--- config.mk ---
export PLATFORM = sky130hd
export DESIGN_NAME = addsub_pipe
export DESIGN_NICKNAME = d
export VERILOG_FILES = /design/src/rtl/addsub_pipe.sv
export SDC_FILE = /design/constraint.sdc
export NUM_CORES = 1
export LEC_CHECK = 0
export CAP_MARGIN = 30
export CORE_ASPECT_RATIO = 1.5
export CORE_UTILIZATION = 30
export CTS_BUF_LIST = sky130_fd_sc_hd__clkbuf_8 sky130_fd_sc_hd__clkbuf_16
export CTS_CLUSTER_SIZE = 10
export DETAILED_ROUTE_END_ITERATION = 7
export PLACE_DENSITY_LB_ADDON = 0.05
export SKIP_CTS_REPAIR_TIMING = 1
export SYNTH_ARGS = -nofsm -noshare
export SYNTH_HDL_FRONTEND = slang
export SYNTH_SLANG_ARGS = --single-unit
--- constraint.sdc ---
create_clock -name clk -period 3.4 [get_ports clk]
set_input_delay 0.68 -clock clk [delete_from_list [all_inputs] [get_ports clk]]
set_output_delay 0.68 -clock clk [all_outputs]
set_load 0.05 [all_outputs]
--- src/rtl/addsub_pipe.sv ---
// Carry-chained add/subtract pipeline: one CHUNK-bit slice per stage, optional signed saturation.
// Latency WIDTH/CHUNK cycles; global stall (out_valid && !out_ready) freezes every stage and drops in_ready.
module addsub_pipe #(
  parameter int WIDTH = 16,
  parameter int CHUNK = 4
) (
  input  logic             clk,
  input  logic             rst_n,
  input  logic             in_valid,
  output logic             in_ready,
  input  logic [WIDTH-1:0] inputA,
  input  logic [WIDTH-1:0] inputB,
  input  logic             mode,
  input  logic             sat,
  output logic             out_valid,
  input  logic             out_ready,
  output logic [WIDTH-1:0] sum,
  output logic             carry,
  output logic             overflow,
  output logic             zero,
  output logic             negative
);

  localparam int STAGES = WIDTH / CHUNK;

  logic stall;

  assign stall    = out_valid && !out_ready;
  assign in_ready = !stall;

  for (genvar k = 0; k < STAGES; k++) begin : g_st
    // src_a/src_b hold only the operand bits not yet consumed; part_s is the result so far
    localparam int SW = WIDTH - k * CHUNK;
    localparam int PW = (k + 1) * CHUNK;

    logic [SW-1:0]    src_a;
    logic [SW-1:0]    src_b;
    logic             src_c;
    logic             src_v;
    logic             src_sat;
    logic [CHUNK:0]   add;
    logic [PW-1:0]    part_s;

    assign add = {1'b0, src_a[CHUNK-1:0]} + {1'b0, src_b[CHUNK-1:0]} + {{CHUNK{1'b0}}, src_c};

    if (k == 0) begin : g_src
      // Subtraction is folded in here: B is inverted and mode becomes the carry-in
      assign src_a   = inputA;
      assign src_b   = mode ? ~inputB : inputB;
      assign src_c   = mode;
      assign src_v   = in_valid;
      assign src_sat = sat;
      assign part_s  = add[CHUNK-1:0];
    end else begin : g_src
      assign src_a   = g_st[k-1].g_reg.a_q;
      assign src_b   = g_st[k-1].g_reg.b_q;
      assign src_c   = g_st[k-1].g_reg.c_q;
      assign src_v   = g_st[k-1].g_reg.v_q;
      assign src_sat = g_st[k-1].g_reg.sat_q;
      assign part_s  = {add[CHUNK-1:0], g_st[k-1].g_reg.s_q};
    end

    if (k < STAGES - 1) begin : g_reg
      logic [SW-CHUNK-1:0] a_q;
      logic [SW-CHUNK-1:0] b_q;
      logic [PW-1:0]       s_q;
      logic                c_q;
      logic                v_q;
      logic                sat_q;

      always_ff @(posedge clk or negedge rst_n) begin
        if (!rst_n) begin
          a_q   <= '0;
          b_q   <= '0;
          s_q   <= '0;
          c_q   <= 1'b0;
          v_q   <= 1'b0;
          sat_q <= 1'b0;
        end else if (!stall) begin
          a_q   <= src_a[SW-1:CHUNK];
          b_q   <= src_b[SW-1:CHUNK];
          s_q   <= part_s;
          c_q   <= add[CHUNK];
          v_q   <= src_v;
          sat_q <= src_sat;
        end
      end
    end else begin : g_out
      logic             cout;
      logic             ovf;
      logic [WIDTH-1:0] res;

      // Carry into the MSB is recovered from the MSB operand bits and the raw MSB
      assign cout = add[CHUNK];
      assign ovf  = cout ^ (src_a[CHUNK-1] ^ src_b[CHUNK-1] ^ part_s[WIDTH-1]);
      assign res  = (src_sat && ovf)
                  ? (part_s[WIDTH-1] ? {1'b0, {(WIDTH-1){1'b1}}} : {1'b1, {(WIDTH-1){1'b0}}})
                  : part_s;

      always_ff @(posedge clk or negedge rst_n) begin
        if (!rst_n) begin
          out_valid <= 1'b0;
          sum       <= '0;
          carry     <= 1'b0;
          overflow  <= 1'b0;
          zero      <= 1'b0;
          negative  <= 1'b0;
        end else if (!stall) begin
          out_valid <= src_v;
          sum       <= res;
          carry     <= cout;
          overflow  <= ovf;
          zero      <= (res == '0);
          negative  <= res[WIDTH-1];
        end
      end
    end
  end

endmodule

==> summary.txt <==
initial DRC count = 103
slew margin rel. = 53.2%
Root Buffer = clkbuf_16
diode count = 0
Comb power frac = 45.1%
final hold slack = 0.352 ns
VDD IR-drop max = 0.381 mV
Post-DP HPWL = 6330 um
ys flop type = dfrtp_1
area of the multi-input gates = 1840 um^2
Clock Path Buffers = 2
critical path launch point = g_st[2].g_reg.a_q[0]
register area = 2530 um^2
top cells by count, synth = 182 x nand2_1, 101 x dfrtp_1, 25 x o21ai_0, 18 x clkbuf_1, 17 x xnor2_1
FF-to-FF Start = g_st[2].g_reg.a_q[0]
total congestion overflow = 0
CP max FO = 15
RSZ-0062 raised after global routing = false
Arr. time, crit path = 2.80 ns
initial antenna violation count = 0
GRT Util Overall = 13.0%
Crit Path Class = reg -> reg
average size of a mapped cell = 9.82 um^2
num rows = 54
Util after Layout = 38.0%
setup violators final = 0
synthesized area = 4540 um^2
vias in the first global route = 3,138
hold crit path type = in -> async
Int Power = 3230 uW
Final Slew Violations = 0
via count = 3,102
Core Footprint = 14,700 um^2
switching share of power = 40.9%
Static Leak = 0.00262 uW
Clk pin slew, worst setup/hold paths = 0.07 ns
flops & latches, synth = 101
post-synth top area share = 55.7%
Area Growth Syn to Fin = 22.9%
Netlist cell types = 39
GPL Wtd Cong = 0.687
H-tree levels = 3
Syn Nets = 519
share of synthesized flip-flops with an asynchronous set or reset = 100%
clock latency on the worst-skew pair = 0.34 ns
EDFF count, synth = 0
Die ar. = 15,600 um^2
largest net degree at the start of global routing = 114
fmax = 396 MHz
Syn Inst Count = 462
r2r worst-path depth = 8
fin crit share = 74.4%
status = complete, no violations
CTS tree = built
Seq/Total Area, Yosys = 55.7%
crit path capture = sum[3]
setup TNS = 0 ns
top-count cell post-synth = nand2_1
Tightest Pin Transition = 0.702 ns
first-pass GRT wire length = 15,600 um
# port buffers = 59
clock share of power = 17.1%
wire per inst = 13.2 um
Antenna Violating Nets Remaining = 0
Synth area leaders = dfrtp_1 56%, nand2_1 15%, ha_1 3.3%
critical path capture point type = flop
Max-Cap Viols = 0
yosys warns = 0
fillers = 1,522
Psw = 2230 uW
area leader, netlist = dfrtp_1
CTS Buf Count = 9
Ports = 60
DR vias/cell = 4.38
RR Endpoint = sum[3]
startpoint types = flop
Clock Skews = 0.00547 ns
chip width = 102 um
DR pass1 iterations = 4
Final Hold Viols = 0
PD cells = 980 nW/um^2
final worst path period need = 2.53 ns
setup slack, reg-to-reg = 0.87 ns
WL final = 9350 um
CTS Sinks = 101
nets = 566
WP data required = 3.68 ns
layout cells sized above 1 = 6.24%
Die H = 153 um
drt drc = 0
Flop pwr share = 37.8%
initial core utilization = 30.9%
total power = 5470 uW
## flip-flops by register name, summed over array words and instances (netlist names)
name and flops:
carry 1, g_st.g_reg.sat_q 3, g_st.g_reg.a_q 24, g_st.g_reg.v_q 3, g_st.g_reg.s_q 24, overflow 1, g_st.g_reg.c_q 3, out_valid 1
zero 1, g_st.g_reg.b_q 24, sum 16
## kinds of logic (layout without fill, tap and decap cells)
| kind of cell | count (synthesis) | count (layout) | synth area share, % |
|---|---|---|---|
| AO/OA/AOI/OAI | 67 | 67 | 10.4 |
| AND/OR/NAND/NOR | 208 | 208 | 18.2 |
| multiplexers | 2 | 2 | 0.469 |
| adder cells (fa/ha/maj) | 19 | 19 | 6.40 |
| XOR/XNOR | 25 | 25 | 4.83 |
| flip-flops | 101 | 101 | 55.7 |
| buffers and inverters | 40 | 91 | 4.00 |
## critical path, stage by stage (launching register included)
cell,delay [ns]
dfrtp_1,0.37
fa_1,0.20
inv_1,0.06
fa_1,0.46
nand2b_1,0.19
a21oi_1,0.22
xnor2_1,0.13
a21oi_2,0.57
a221o_2,0.27
## final cells by class
cell class / instances / area share (%)
tap: 196 / 4.40
clock inverter: 5 / 0.516
timing repair buffer: 63 / 11.7
sequential: 101 / 45.3
multi-input combinational: 321 / 32.9
clock buffer: 10 / 4.28
inverter: 13 / 0.875
## metrics by stage
step	std cells	setup WS (ns)	cell area (um^2)
2_1_floorplan	462	0.824	4540
3_3_place_gp	694	0.714	5310
3_5_place_dp	694	0.689	5310
4_1_cts	709	0.833	5580
5_1_grt	709	0.671	5580
6_report	709	0.872	5580
## power by group through the flow
stage                     logic, uW  registers [uW]  clock network (uW)
final                          2460            2070                 937
after global routing           2770            2140                1020
after floorplan                1500            2390                   0
after CTS                      2530            2090                 976
after detailed placement       2520            2110                   0
after global placement         2490            2100                   0
## worst min path at each step
| stage | start | to | slack, ns | cells after the start |
|---|---|---|---|---|
| after floorplan | rst_n | carry | 0.38 | 0 |
| after global placement | g_st[2].g_reg.v_q | g_st[2].g_reg.v_q | 0.44 | 2 |
| after detailed placement | g_st[2].g_reg.v_q | out_valid | 0.45 | 1 |
| after CTS | rst_n | sum[0] | 0.38 | 1 |
| after global routing | rst_n | sum[0] | 0.41 | 1 |
| final | rst_n | sum[0] | 0.35 | 1 |
## metal layers
| metal | wire [um] | share of wire [%] | global-route usage, % | vias to the layer above |
|---|---|---|---|---|
| met1 | 4290 | 46 | 16.1 | 1447 |
| met5 | 0 | 0 | 0 | - |
| li1 | - | - | - | 1595 |
| met2 | 4670 | 50 | 22.2 | 51 |
| met4 | 176 | 1.9 | 6.33 | 0 |
| met3 | 210 | 2.2 | 1.56 | 9 |
## cells in the final DEF (no fill, tap or decap), drive strengths merged, types with 2 or more instances in the layout
| cell | n |
|---|---|
| a211oi | 4 |
| a21o | 7 |
| a21oi | 13 |
| a221o | 14 |
| buf | 6 |
| clkbuf | 10 |
| clkdlybuf4s50 | 57 |
| clkinv | 2 |
| clkinvlp | 2 |
| dfrtp | 101 |
| fa | 7 |
| ha | 12 |
| inv | 14 |
| nand2 | 182 |
| nand2b | 2 |
| nand3b | 2 |
| nor2 | 12 |
| nor2b | 2 |
| nor4 | 3 |
| o21ai | 25 |
| xnor2 | 17 |
| xor2 | 8 |
Power figures use the tool's default switching activity.
